**src/rtl/mod_setting_loader.sv**
```systemverilog
// Loads the modulation setting block (controller BRAM words 0x21..0x30) into
// shadow registers and presents it on the outputs as one coherent set.
module mod_setting_loader #(
  parameter int READ_LATENCY = 2
) (
  input  logic        clk,
  input  logic        rst_n,
  input  logic        mod_set,
  output logic [7:0]  bram_addr,
  input  logic [15:0] bram_dout,
  output logic        req_rd_segment,
  output logic [15:0] cycle0,
  output logic [15:0] cycle1,
  output logic [31:0] freq_div0,
  output logic [31:0] freq_div1,
  output logic [31:0] rep0,
  output logic [31:0] rep1,
  output logic [7:0]  transition_mode,
  output logic [63:0] transition_value,
  output logic        update,
  output logic        busy
);

  localparam logic [7:0] ADDR_FIRST = 8'h21;
  localparam logic [7:0] ADDR_LAST  = 8'h30;

  typedef enum logic [1:0] {
    IDLE   = 2'd0,
    READ   = 2'd1,
    DRAIN  = 2'd2,
    COMMIT = 2'd3
  } state_t;

  state_t                  state_r;
  logic                    mod_set_prev_r;
  logic                    pending_r;
  logic [READ_LATENCY-1:0] vld_pipe_r;
  logic [3:0]              idx_pipe_r [READ_LATENCY];
  logic [15:0]             shadow_r   [16];

  logic       trig_s;
  logic       cap_s;
  logic [3:0] cap_idx_s;
  logic       last_cap_s;

  // Word slots are indexed by the low address nibble: 0x21 -> 1 ... 0x30 -> 0.
  assign trig_s     = mod_set & ~mod_set_prev_r;
  assign cap_s      = vld_pipe_r[READ_LATENCY-1];
  assign cap_idx_s  = idx_pipe_r[READ_LATENCY-1];
  assign last_cap_s = cap_s && (cap_idx_s == 4'h0);

  // Address/valid pipeline matching the BRAM latency, and shadow capture.
  always_ff @(posedge clk) begin
    if (!rst_n) begin
      vld_pipe_r <= '0;
      for (int i = 0; i < READ_LATENCY; i++) begin
        idx_pipe_r[i] <= 4'h0;
      end
      for (int j = 0; j < 16; j++) begin
        shadow_r[j] <= 16'h0000;
      end
    end else begin
      vld_pipe_r[0] <= (state_r == READ);
      idx_pipe_r[0] <= bram_addr[3:0];
      for (int i = 1; i < READ_LATENCY; i++) begin
        vld_pipe_r[i] <= vld_pipe_r[i-1];
        idx_pipe_r[i] <= idx_pipe_r[i-1];
      end
      if (cap_s) begin
        shadow_r[cap_idx_s] <= bram_dout;
      end
    end
  end

  // Load sequencer with registered outputs; outputs change only out of COMMIT.
  always_ff @(posedge clk) begin
    if (!rst_n) begin
      state_r          <= IDLE;
      mod_set_prev_r   <= 1'b0;
      pending_r        <= 1'b0;
      bram_addr        <= ADDR_FIRST;
      update           <= 1'b0;
      busy             <= 1'b0;
      req_rd_segment   <= 1'b0;
      cycle0           <= 16'hFFFF;
      cycle1           <= 16'hFFFF;
      freq_div0        <= 32'd10;
      freq_div1        <= 32'd10;
      rep0             <= 32'hFFFF_FFFF;
      rep1             <= 32'hFFFF_FFFF;
      transition_mode  <= 8'h00;
      transition_value <= 64'h0;
    end else begin
      mod_set_prev_r <= mod_set;
      update         <= 1'b0;
      case (state_r)
        IDLE: begin
          bram_addr <= ADDR_FIRST;
          if (trig_s) begin
            state_r   <= READ;
            pending_r <= 1'b0;
            busy      <= 1'b1;
          end else begin
            state_r <= IDLE;
            busy    <= 1'b0;
          end
        end
        READ: begin
          busy <= 1'b1;
          if (trig_s) begin
            pending_r <= 1'b1;
          end
          if (bram_addr == ADDR_LAST) begin
            state_r   <= DRAIN;
            bram_addr <= ADDR_FIRST;
          end else begin
            bram_addr <= bram_addr + 8'h01;
          end
        end
        DRAIN: begin
          busy      <= 1'b1;
          bram_addr <= ADDR_FIRST;
          if (trig_s) begin
            pending_r <= 1'b1;
          end
          if (last_cap_s) begin
            state_r <= COMMIT;
          end
        end
        COMMIT: begin
          bram_addr        <= ADDR_FIRST;
          update           <= 1'b1;
          req_rd_segment   <= shadow_r[1][0];
          cycle0           <= shadow_r[2];
          freq_div0        <= {shadow_r[4], shadow_r[3]};
          cycle1           <= shadow_r[5];
          freq_div1        <= {shadow_r[7], shadow_r[6]};
          rep0             <= {shadow_r[9], shadow_r[8]};
          rep1             <= {shadow_r[11], shadow_r[10]};
          transition_mode  <= shadow_r[12][7:0];
          transition_value <= {shadow_r[0], shadow_r[15], shadow_r[14], shadow_r[13]};
          // A trigger landing in this very cycle still earns a reload.
          if (pending_r || trig_s) begin
            state_r   <= READ;
            pending_r <= 1'b0;
            busy      <= 1'b1;
          end else begin
            state_r <= IDLE;
            busy    <= 1'b0;
          end
        end
        default: begin
          state_r   <= IDLE;
          bram_addr <= ADDR_FIRST;
          busy      <= 1'b0;
        end
      endcase
    end
  end

endmodule

```
**config.mk**
```make
export PLATFORM = sky130hd
export DESIGN_NAME = mod_setting_loader
export DESIGN_NICKNAME = d
export VERILOG_FILES = /design/src/rtl/mod_setting_loader.sv
export SDC_FILE = /design/constraint.sdc
export NUM_CORES = 1
export LEC_CHECK = 0
export BUFFER_PORTS_ARGS = -buffer_cell sky130_fd_sc_hd__buf_2
export CORE_ASPECT_RATIO = 0.5
export CORE_UTILIZATION = 48
export DETAILED_ROUTE_END_ITERATION = 7
export GPL_TIMING_DRIVEN = 0
export PLACE_DENSITY = 0.69
export RECOVER_POWER = 25
export SYNTH_ARGS = -nofsm -noshare
export SYNTH_HDL_FRONTEND = slang
export SYNTH_SLANG_ARGS = --single-unit
```
**constraint.sdc**
```tcl
create_clock -name clk -period 2.66 [get_ports clk]
set_input_delay 0.133 -clock clk [delete_from_list [all_inputs] [get_ports clk]]
set_output_delay 0.133 -clock clk [all_outputs]
set_load 0.05 [all_outputs]
```
[Yosys cells after proc, flatten, opt, wreduce, memory -nomap -nowiden]
Memory sizes are Yosys's and may differ from the RTL's. A register that Yosys moved wholly into a read port is not among the register bits.
Index checks and enable logic that the tools add are counted.
Widths: inputs -> output; s select.
Word-level totals
  input port bits: 19
  output and inout bits: 243
  ROM bits: 0
  RAM bits: 264
  latch bits: 0
  register bits after elaboration: 16
  word-level logic and storage cells: 73
  memories kept: 2
Memories
  shadow_r: words 16, bits a word 16, read ports 16, clocked after memory_dff 16, wr ports 16, RTL line 39  | logic [15:0] shadow_r [16];
  idx_pipe_r: words 2, bits a word 4, read ports 2, clocked after memory_dff 0, wr ports 2, RTL line 38  | logic [3:0] idx_pipe_r [READ_LATENCY];
Operators by class
  eq/ne operators: 9
  shift operators: 0
  bitwise logic cells: 4
  muxes and demuxes: 25
  reduce and logical (&&, ||, !) cells: 25
  magnitude comparators: 0
  divide/modulo/power cells: 0
  add/subtract/negate cells: 1
  $mul: 0
Operator list (number)
  $logic_not 1->1: 16
  $mux 16: 1
  $pmux 8 s2: 1
  $reduce_or 16->1: 1
  $mux 1: 14
  $mux 4: 3
  $add 8x1->8 const B: 1
  $eq 8x6->1 const B: 1
  $mux 8: 1
  $pmux 2 s4: 1
  $ne 2x2->1 const B: 3
  $pmux 1 s3: 2
  $eq 2x2->1 const B: 2
  $logic_not 4->1: 1
  $mux 2: 2
  $ne 2x1->1 const B: 2
  $reduce_and 3->1: 1
  $reduce_or 3->1: 1
  $eq 2x1->1 const B: 1
  $logic_not 2->1: 1
  $or 1x1->1: 2
  $reduce_and 2->1: 1
  $reduce_or 2->1: 1
  $and 1x1->1: 1
  3 further kinds: 3

[Logic depth before layout (Yosys ltp)]
Gate-level depths: netlist of the first run.
  word-level depth: 5
  depth in mapped cells: 6

[Worst setup path after synthesis of the first run]
Ideal clock, no wire load.
  kind: reg2reg
  start point: register vld_pipe_r[1]
  end point: memory shadow_r[13][0], enable pin
  slack: 0.171 ns
  period minus slack after synthesis: 2.489 ns
  buffers on the path: 0
  cell stages (with the launch flop): 4
  data required time: 2.249 ns
  arrival time: 2.078 ns
  library setup time: 0.411 ns
  path through: dfxtp_1 -> nand3_1 -> or2_4 -> o21ai_0
RTL lines
  start, declared: RTL line 37  | logic [READ_LATENCY-1:0] vld_pipe_r;
  start signal, assigned by index: RTL line 66  | vld_pipe_r[i] <= vld_pipe_r[i-1];
  end, declared: RTL line 39

==> results of run 1 <==
## logic make-up (layout without fill, tap and decap cells)
| kind of cell | count (synthesis) | in the layout | share of synthesized area [%] |
|---|---|---|---|
| compound gates | 18 | 18 | 0.569 |
| xor+xnor | 6 | 6 | 0.292 |
| fa+ha+maj | 6 | 6 | 0.417 |
| buf+inv | 92 | 445 | 2.51 |
| flops | 490 | 490 | 67.4 |
| mux | 235 | 235 | 13.1 |
| other cells | 0 | 4 | 0 |
| simple gates | 534 | 534 | 15.8 |
## through the flow
step                setup WS [ns]  hold slack (ns)  power (W)  setup TNS [ns]
CTS                         0.278          0.00381     0.0159               0
floorplan                   0.171            0.255    0.00943               0
global route                0.120           0.0151     0.0163               0
detailed placement          0.264            0.364    0.00990               0
global placement           -0.660            0.357    0.00984          -74.90
finish                      0.204           0.0298     0.0158               0
## sequential cells by signal, indices dropped and copies added (netlist names)
| name | flops |
|---|---|
| freq_div1 | 32 |
| transition_value | 64 |
| req_rd_segment | 1 |
| transition_mode | 8 |
| state_r | 2 |
| mod_set_prev_r | 1 |
| freq_div0 | 32 |
| shadow_r | 233 |
| idx_pipe_r | 8 |
| vld_pipe_r | 2 |
| cycle1 | 16 |
| rep1 | 32 |
| pending_r | 1 |
| cycle0 | 16 |
| update | 1 |
| bram_addr | 8 |
| rep0 | 32 |
| busy | 1 |
## worst max-delay path: cells and delay by family, from the launching register on
family             cells  cell delay [ns]
DFF                    1             0.40
and+or+nand+nor        2             0.48
AOI/OAI and AO/OA      1             1.18
## per-layer routing
| metal | wire [um] | vias to the layer above | part of all wire (%) | GRT usage (%) |
|---|---|---|---|---|
| met4 | 1270 | 0 | 2.8 | 8.79 |
| met1 | 20100 | 5666 | 44 | 30.9 |
| met2 | 22400 | 314 | 49 | 39.7 |
| met5 | 0 | - | 0 | 0 |
| met3 | 2210 | 79 | 4.8 | 3.74 |
| li1 | - | 5302 | - | - |
## report_power, final
| group | leakage [nW] | internal, W | switching, W |
|---|---|---|---|
| clock | 0.666 | 0.00341 | 0.00272 |
| sequential | 4.48 | 0.00815 | 0.000146 |
| combinational | 2.43 | 0.000361 | 0.00105 |
## repair_timing
| action | CTS | global route |
|---|---|---|
| setup buffers | 0 | 0 |
| endpoints found under the setup margin | 0 | 0 |
| hold buffers | 9 | 0 |
| hold endpoints to repair | 31 | 0 |
## area by class of cell
type	count	area [um^2]
Clock inverter	10	80.1
Timing Repair Buffer	276	1160
Inverter	7	26.3
Antenna cell	4	10.0
Buffer	85	422
Fill cell	3050	15200
Multi-Input combinational cell	799	5450
Tap cell	484	606
Sequential cell	490	12100
Clock buffer	67	1280
## placed cells by master (no fill, tap or decap), types with 2 or more instances in the layout
| cell | n |
|---|---|
| nand2b_4 | 2 |
| clkbuf_2 | 3 |
| o21ai_2 | 5 |
| buf_6 | 10 |
| o21ai_1 | 6 |
| nor2_1 | 146 |
| buf_2 | 61 |
| nand2b_1 | 4 |
| and2_1 | 239 |
| dfxtp_1 | 257 |
| clkbuf_1 | 279 |
| nand3_1 | 4 |
| clkbuf_8 | 7 |
| buf_1 | 9 |
| and2_0 | 4 |
| xnor2_1 | 3 |
| mux2i_1 | 235 |
| diode_2 | 4 |
| buf_4 | 5 |
| nor3_4 | 2 |
| clkbuf_16 | 45 |
| ha_1 | 6 |
| clkinv_2 | 6 |
| dlygate4sd3_1 | 9 |
| and3_1 | 2 |
| nand2_1 | 108 |
| inv_1 | 7 |
| nor2_4 | 11 |
| a21oi_1 | 2 |
| edfxtp_1 | 233 |
| xor2_1 | 3 |
## final timing paths
check | cells after the start | endpoint | startpoint | slack (ns)
setup / recovery | 3 | shadow_r[12][2] | idx_pipe_r[0][5] | 0.20
hold reg to reg | 1 | idx_pipe_r[0][5] | idx_pipe_r[0][1] | 0.44
setup reg to reg | 3 | shadow_r[12][2] | idx_pipe_r[0][5] | 0.20
hold / removal | 2 | shadow_r[15][7] | bram_dout[7] | 0.03
==> metrics.md, run 1 <==
| Metric | Value |
|---|---|
| Total Nets Final | `1726` |
| Final core occ | `58.1%` |
| Clk slew on worst S/H paths | `0.07 ns` |
| Post-synthesis cell area | `18000 um^2` |
| Clock buffer depth | `3` |
| DR iter-0 viols | `between 600 and 700` |
| DR WL/cell | `a little over 20 um` |
| Crit-path slowest cell | `o21ai_0` |
| Largest area contributor in the netlist | `edfxtp_1` |
| Placed Area | `about 20000 um^2` |
| Post_cts resized | `0` |
| Largest net degree at the start of global routing | `18` |
| Sequential area share after synthesis | `about two thirds` |
| First-pass GRT wire length | `68.1 mm` |
| CP startpoint kind | `register` |
| DRT Wirelength | `46.0 mm` |
| Slew of the pin with the lowest slew margin | `1.37 ns` |
| Worst vdd ir | `around 370 uV` |
| CTS buffer count | `42` |
| Vias in the first global route | `11500` |
| Final hold vios | `0` |
| Detailed Routing Iterations Pass 1 | `5` |
| Slew headroom | `7.69%` |
| DR vias/cell | `5.11` |
| Ys async rst share | `0%` |
| Final Slew Violations | `0` |
| Synth Warn # | `0` |
| Row cnt | `49` |
| CTS sink count | `490` |
| Top cells by count, synth | `257 x dfxtp_1, 243 x and2_1, 235 x mux2i_1, 233 x edfxtp_1, 146 x nor2_1` |
| Share of cells above drive strength 1 | `9.69%` |
| Total of max-cap violations | `0` |
| Final Setup Violations | `0` |
| Period utilization | `92.3%` |
| Post-synth top flop | `dfxtp_1` |
| Overflow left after global routing | `0` |
| RSZ-0062 raised after global routing | `false` |
| Die span in x | `approximately 280 um` |
| DR DRC count | `0` |
| Final Instance Area | `21200 um^2` |
| Worst Path Max Fanout | `8` |
| Non-filler cells, final | `about 2200` |
| Status | `completed` |
| Static Leak | `7.58 nW` |
| Gpl congestion | `0.799` |
| Area contributors post-synth | `edfxtp_1 39%, dfxtp_1 29%, mux2i_1 13%` |
| Global Route Usage Sum | `23.6%` |
| Min-delay worst type | `primary input to register` |
| Worst setup EP type | `register` |
| CTS tree | `yes` |
| Crit-path max cell delay | `approximately 1.2 ns` |
| Placed cell count | `2132` |
| DPL Wire Length | `31.8 mm` |
| Clock latency on the worst-skew pair | `~0.56 ns` |
| Power Dens Cells | `approximately 750 nW/um^2` |
| H-tree depth | `2` |
| # IOs | `roughly 260` |
| Antenna violations before repair | `2` |
| Area Overhead vs Synth | `17.5%` |
| Synth Area per Inst | `13.0 um^2` |
| Yosys reg bits | `490` |
| FMAX | `407 MHz` |
| Most frequent cell after synthesis | `dfxtp_1` |
| Via Count | `11400` |
| Gate Count Post-Synth | `1381` |
| Chip height | `around 140 um` |
| Crit path kind | `register to register` |
| Clk Tree Root Cell | `clkbuf_16` |
| Antenna Nets Post-Route | `0` |
| Core Area | `between 30000 and 40000 um^2` |
| WP data arrival | `2.61 ns` |
| Worst Clk Skew | `about 0.021 ns` |
| Crit path time final | `2.46 ns` |
| CP required | `approximately 2.8 ns` |
| Synth top area share | `38.8%` |
| Syn_nets | `1406` |
| Initial Util | `49.5%` |
| Post-synth EDFFs | `233` |
| Synth cell types | `41` |
| Die ar. | `38400 um^2` |
| IO Port Bufs | `around 260` |
| CP Cell Sequence | `nor2_2, nand3_2, o21ai_0` |
(Power assumes the default switching activity.)
==> run 2: changes to the inputs <==
Settings changed: PLACE_DENSITY 0.69 to 0.66.
Clock period 2.66 ns to 2.3 ns, I/O delays scaled along.
==> run 2 against run 1 <==
Compared with the run above: worst hold slack lost 0.0056 ns; first-iteration DRC count grew 4.4%; flip-flop and latch count is the same; combinational power grew 16%; sequential share of layout area shrank 0.16 points; critical path type unchanged; largest cell class unchanged; via count grew 0.42%; clock-buffer cell count shrank 11; critical path depth shrank 1; clock skew grew 0.0040 ns; non-clock buffer count grew 3; cell area grew 0.27%; routed wire length grew 0.38%.
==> metrics.md, run 2 (synthesis results as in run 1) <==
| Metric | Value |
|---|---|
| Final Setup Violations | `0 (unchanged)` |
| Slew headroom | `14.0% (+6.3 points)` |
| Crit-path slowest cell | `o21ai_2` |
| Chip height | `139 um (unchanged)` |
| Clock latency on the worst-skew pair | `0.56 ns (about the same)` |
| H-tree depth | `2 (unchanged)` |
| Slew of the pin with the lowest slew margin | `1.29 ns (-0.0798 ns)` |
| Final hold vios | `0 (unchanged)` |
| R2R Path Start | `idx_pipe_r[0][6]` |
| Placed Area | `20000 um^2 (about the same)` |
| Power Dens Cells | `865 nW/um^2 (+16%)` |
| Die span in x | `276 um (unchanged)` |
| Worst hold slack | `0.0242 ns (-0.00559 ns)` |
| Status | `completed` |
| Worst Path Max Fanout | `16 (+8)` |
| Row cnt | `49 (unchanged)` |
| DR WL/cell | `20.7 um (+0.25%)` |
| Worst vdd ir | `467 uV (+27%)` |
| DR iter-0 viols | `709 (+4.4%)` |
| Setup TNS | `0 ns (unchanged)` |
| Vias in the first global route | `11300 (-1.8%)` |
| CTS tree | `yes` |
| Worst setup EP type | `register` |
| Overflow left after global routing | `0 (unchanged)` |
| # IOs | `262 (unchanged)` |
| Largest Register | `shadow_r` |
| Hold depth | `2 (unchanged)` |
| Total of max-cap violations | `0 (unchanged)` |
| Static Leak | `7.59 nW (+0.11%)` |
| Core Area | `36400 um^2 (unchanged)` |
| Worst r2r dst | `shadow_r[6][11]` |
| Clk slew on worst S/H paths | `0.06 ns (about the same)` |
| Max reg flops | `233 (unchanged)` |
| DRT Wirelength | `46.1 mm (+0.38%)` |
| Crit path time final | `2.19 ns (-0.270 ns)` |
| Gpl congestion | `0.808 (+1.1%)` |
| Antenna Nets Post-Route | `0 (unchanged)` |
| Period utilization | `95.0% (+2.7 points)` |
| Placed cell count | `2129 (-0.14%)` |
| Initial Util | `49.5% (unchanged)` |
| Worst Hold End | `shadow_r[14][5]` |
| Share of cells above drive strength 1 | `9.94% (+0.25 points)` |
| Crit path kind | `register to register` |
| Hold_sp | `bram_dout[5]` |
| Final Slew Violations | `0 (unchanged)` |
| CP startpoint kind | `register` |
| Min-delay worst type | `primary input to register` |
| DR vias/cell | `5.13 (+0.29%)` |
| Clk Tree Root Cell | `clkbuf_16` |
| Most common cell after layout, fill and taps aside | `clkbuf_1` |
| Antenna violations before repair | `3 (+1)` |
| Via Count | `11400 (+0.42%)` |
| Detailed Routing Iterations Pass 1 | `5 (unchanged)` |
| CP Cell Sequence | `nand2b_4, o21ai_2` |
| Die ar. | `38400 um^2 (unchanged)` |
| Number of cells on the worst reg-to-reg path | `2 (-1)` |
| DR DRC count | `0 (unchanged)` |
| CTS buffer count | `43 (+2.4%)` |
| Global Route Usage Sum | `23.7% (+0.10 points)` |
| Non-filler cells, final | `2225 (+0.14%)` |
| Largest net degree at the start of global routing | `18 (unchanged)` |
| Largest registers | `shadow_r (233), transition_value (64)` |
| DPL Wire Length | `31.7 mm (-0.49%)` |
| RSZ-0062 raised after global routing | `false` |
| FMAX | `457 MHz (+12%)` |
| WP data arrival | `2.36 ns (-0.25 ns)` |
| Reg2reg setup slack | `0.11 ns (-0.09 ns)` |
| IO Port Bufs | `261 (unchanged)` |
| First-pass GRT wire length | `68.0 mm (about the same)` |
| Crit-path max cell delay | `0.85 ns (-0.33 ns)` |
| Final Instance Area | `21200 um^2 (+0.27%)` |
| Worst Clk Skew | `0.0246 ns (+0.00398 ns)` |
| Total Nets Final | `1730 (+0.23%)` |
| CP required | `2.47 ns (-0.35 ns)` |
| Most frequent cells in the layout | `274 x clkbuf_1, 257 x dfxtp_1, 239 x and2_1` |
| Area Overhead vs Synth | `17.8%` |
| Post-CTS setup buffer count | `0 (unchanged)` |
| CTS sink count | `490 (unchanged)` |
| Clock buffer depth | `3 (unchanged)` |
==> run 2: changes by cell type in the layout (fill, tap and decap cells not counted), moves of 3 or more <==
cell	before	now
clkinv_1	1	9
dlygate4sd3_1	9	15
clkbuf_1	279	274
o21ai_2	5	10
clkbuf_8	7	3
o21ai_1	6	2
diode_2	4	1
==> run 2: layout make-up <==
| class | count | area, um^2 |
|---|---|---|
| Antenna cell | 1 | 2.50 |
| Buffer | 85 | 425 |
| Clock buffer | 56 | 1150 |
| Clock inverter | 24 | 206 |
| Fill cell | 3109 | 15200 |
| Inverter | 7 | 26.3 |
| Multi-Input combinational cell | 799 | 5470 |
| Sequential cell | 490 | 12100 |
| Tap cell | 484 | 606 |
| Timing Repair Buffer | 279 | 1200 |
==> run 2: worst max-delay path by stage <==
stage	from	to	slack (ns)	depth (start not counted)
after floorplan	vld_pipe_r[1]	shadow_r[13][0]	-0.19	3
after global routing	idx_pipe_r[0][5]	shadow_r[3][3]	0.03	3
after CTS	vld_pipe_r[1]	shadow_r[2][6]	0.06	3
after global placement	idx_pipe_r[0][6]	shadow_r[14][3]	-1.03	2
final	idx_pipe_r[0][6]	shadow_r[6][11]	0.11	2
after detailed placement	idx_pipe_r[0][7]	shadow_r[10][6]	-0.23	2
==> run 2: where the power goes <==
| group | switching (W) | internal, W | total [W] | leakage (nW) |
|---|---|---|---|---|
| logic | 0.00122 | 0.000425 | 0.00164 | 2.45 |
| clock network | 0.00321 | 0.00391 | 0.00712 | 0.657 |
| registers | 0.000166 | 0.00943 | 0.00960 | 4.48 |
| total | 0.00460 | 0.0138 | 0.0184 | 7.59 |
==> run 2: through the flow <==
stage | utilization (%) | total power [W] | setup slack, ns
3_3_place_gp | 54.7 | 0.0114 | -1.03
5_1_grt | 58.3 | 0.0189 | 0.0303
2_1_floorplan | - | 0.0109 | -0.189
6_report | 58.3 | 0.0184 | 0.114
3_5_place_dp | 54.9 | 0.0114 | -0.235
4_1_cts | 59.1 | 0.0185 | 0.0561
==> run 2: repair_timing <==
| action | in CTS | in global routing |
|---|---|---|
| hold buffers | 15 | 0 |
| resized for setup | 5 | 1 |
| endpoints found under the hold margin | 57 | 0 |
| setup endpoints to repair | 63 | 16 |
==> run 2: routing by layer <==
layer / vias up / GRT usage [%] / wire, um
met5: - / 0 / 0
met1: 5681 / 31.1 / 19900
met4: 0 / 7.76 / 1270
li1: 5325 / - / -
met3: 85 / 4.62 / 2760
met2: 318 / 39.6 / 22200
==> run 2: critical path, delay by kind of cell (launching register included) <==
family           cells  cell delay, ns
flip-flops           1            0.70
AND/OR/NAND/NOR      1            0.25
AO/OA/AOI/OAI        1            0.85
==> run 3: changes to the inputs <==
Settings changed: BUFFER_PORTS_ARGS -buffer_cell sky130_fd_sc_hd__buf_2 to -buffer_cell sky130_fd_sc_hd__buf_4, CORE_UTILIZATION 48 to 55, PLACE_DENSITY 0.66 to 0.74.
==> run 3 against run 2 <==
Compared with the run above: total power shrank 0.23%; clock skew shrank 0.0077 ns; routed wire length shrank 1.4%; non-clock buffer count grew 2; register-to-register slack is essentially flat; via count grew 0.39%; cell count shrank 2.4%.
==> metrics.md, run 3 (synthesis results as in run 1) <==
| Metric | Value |
|---|---|
| Status | `completed` |
| Final worst slack | `0.116 ns (+0.00146 ns)` |
| Clk Tree Root Cell | `clkbuf_16` |
| Slew of the pin with the lowest slew margin | `1.24 ns (-0.0499 ns)` |
| RSZ-0062 raised after global routing | `false` |
| H-tree depth | `2 (unchanged)` |
| Crit path kind | `register to register` |
| Chip height | `130 um (-6.5%)` |
| Total of max-cap violations | `0 (unchanged)` |
| Global Route Usage Sum | `26.9% (+3.2 points)` |
| Non-filler cells, final | `2171 (-2.4%)` |
| First-pass GRT wire length | `66.8 mm (-1.8%)` |
| Vias in the first global route | `11200 (-0.11%)` |
| Initial Util | `56.4% (+6.9 points)` |
| CP required | `2.48 ns (about the same)` |
| Worst setup EP type | `register` |
| Final hold vios | `0 (unchanged)` |
| DR WL/cell | `21.0 um (+1.1%)` |
| Power Dens Cells | `861 nW/um^2 (-0.41%)` |
| Number of cells on the worst reg-to-reg path | `2 (unchanged)` |
| Gpl congestion | `0.792 (-2.0%)` |
| Fillers | `2506 (-19%)` |
| Slew headroom | `17.3% (+3.3 points)` |
| DR vias/cell | `5.28 (+2.9%)` |
| Final core occ | `66.6% (+8.3 points)` |
| Clk slew on worst S/H paths | `0.06 ns (about the same)` |
| Max reg flops | `233 (unchanged)` |
| Placed cell count | `2077 (-2.4%)` |
| Crit path time final | `2.18 ns (-0.00146 ns)` |
| Worst Hold End | `shadow_r[1][0]` |
| R2R Path Start | `idx_pipe_r[0][6]` |
| CTS buffer count | `42 (-2.3%)` |
| WP data arrival | `2.36 ns (about the same)` |
| CP startpoint kind | `register` |
| Row cnt | `46 (-6.1%)` |
| DPL Wire Length | `31.1 mm (-1.6%)` |
| DR iter-0 viols | `838 (+18%)` |
| Worst vdd ir | `503 uV (+7.7%)` |
| Setup slack at placement | `-0.210 ns (+0.0244 ns)` |
| Die span in x | `258 um (-6.5%)` |
| Min-delay worst type | `primary input to register` |
| Final Setup Violations | `0 (unchanged)` |
| Hold_sp | `rst_n` |
| Detailed Routing Iterations Pass 1 | `5 (unchanged)` |
| Crit-path max cell delay | `0.82 ns (-0.03 ns)` |
| Antenna violations before repair | `1 (-2)` |
| Period utilization | `95.0% (about the same)` |
| DRT Wirelength | `45.5 mm (-1.4%)` |
| Area Overhead vs Synth | `18.0%` |
| Post-CTS setup buffer count | `0 (unchanged)` |
| Overflow left after global routing | `0 (unchanged)` |
| Ant diodes | `0 (-1)` |
| Worst r2r dst | `shadow_r[6][14]` |
| CTS sink count | `490 (unchanged)` |
| Reg2reg setup slack | `0.12 ns (about the same)` |
| Clock buffer depth | `3 (unchanged)` |
| Most frequent cells in the layout | `278 x clkbuf_1, 257 x dfxtp_1, 242 x and2_1` |
| Worst Path Max Fanout | `16 (unchanged)` |
| Hold depth | `5 (+3)` |
| Largest Register | `shadow_r` |
| Antenna Nets Post-Route | `0 (unchanged)` |
| Largest net degree at the start of global routing | `17 (-1)` |
| Final Slew Violations | `0 (unchanged)` |
| Via Count | `11500 (+0.39%)` |
| Most common cell after layout, fill and taps aside | `clkbuf_1` |
| Die ar. | `33500 um^2 (-13%)` |
| Clock latency on the worst-skew pair | `0.56 ns (about the same)` |
| CTS tree | `yes` |
| Share of cells above drive strength 1 | `9.78% (-0.17 points)` |
| IO Port Bufs | `261 (unchanged)` |
| Worst Clk Skew | `0.0169 ns (-0.00771 ns)` |
| Total Nets Final | `1731 (+0.058%)` |
| Crit-path slowest cell | `o21ai_2` |
| FMAX | `458 MHz (about the same)` |
| Core Area | `31900 um^2 (-12%)` |
| DR DRC count | `0 (unchanged)` |
| Largest registers | `shadow_r (233), transition_value (64)` |
| Static Leak | `7.63 nW (+0.51%)` |
| CP Cell Sequence | `nand2b_4, o21ai_2` |
| # IOs | `262 (unchanged)` |
run 3: per-layer routing:
metal | global-route usage [%] | up-vias | part of all wire [%]
met2 | 44.6 | 378 | 48
li1 | - | 5306 | -
met1 | 36.3 | 5694 | 43
met5 | 0 | - | 0
met4 | 7.87 | 0 | 2.4
met3 | 5.48 | 75 | 6.8
run 3: critical path, delay by kind of cell, from the launching register on:
family | cells | cell delay [ns]
flops | 1 | 0.72
compound gates | 1 | 0.82
simple gates | 1 | 0.26
run 3: final cells by class:
class | count | area [um^2] | area share, %
Inverter | 7 | 26.3 | 0.124
Tap cell | 432 | 541 | 2.54
Sequential cell | 490 | 12100 | 57.1
Timing Repair Buffer | 281 | 1300 | 6.11
Clock buffer | 64 | 1270 | 5.96
Buffer | 85 | 428 | 2.01
Clock inverter | 13 | 88.8 | 0.418
Multi-Input combinational cell | 799 | 5480 | 25.7
run 3: stage by stage:
step,TNS [ns],cell area [um^2],hold WS (ns),power (W)
5_1_grt,0,21300,0.142,0.0189
6_report,0,21300,0.113,0.0183
4_1_cts,0,22100,0.0968,0.0185
2_1_floorplan,-11.40,18000,0.237,0.0109
3_5_place_dp,-9.32,20600,0.347,0.0115
3_3_place_gp,-83.39,20500,0.344,0.0115
run 3: worst max path at each step:
stage                                   to        startpoint  slack (ns)  cells past startpoint
after global routing       shadow_r[8][13]  idx_pipe_r[0][7]        0.04                      2
after CTS                   shadow_r[2][5]  idx_pipe_r[0][5]        0.06                      3
after floorplan            shadow_r[13][0]     vld_pipe_r[1]       -0.19                      3
after global placement    shadow_r[13][14]     vld_pipe_r[1]       -1.04                      3
final                      shadow_r[6][14]  idx_pipe_r[0][6]        0.12                      2
after detailed placement    shadow_r[4][7]  idx_pipe_r[0][6]       -0.21                      2
run 3: where the power goes:
group          internal [W]  switching, W  leakage, nW  total, W
sequential          0.00943      0.000169         4.48   0.00960
clock               0.00392       0.00312        0.663   0.00705
combinational      0.000442       0.00123         2.48   0.00167
total                0.0138       0.00452         7.63    0.0183
run 3: repair_timing:
item | 4_1_cts | 5_1_grt
hold buffers | 17 | 0
gates resized for setup | 4 | 5
endpoints found under the hold margin | 75 | 0
endpoints found under the setup margin | 56 | 42
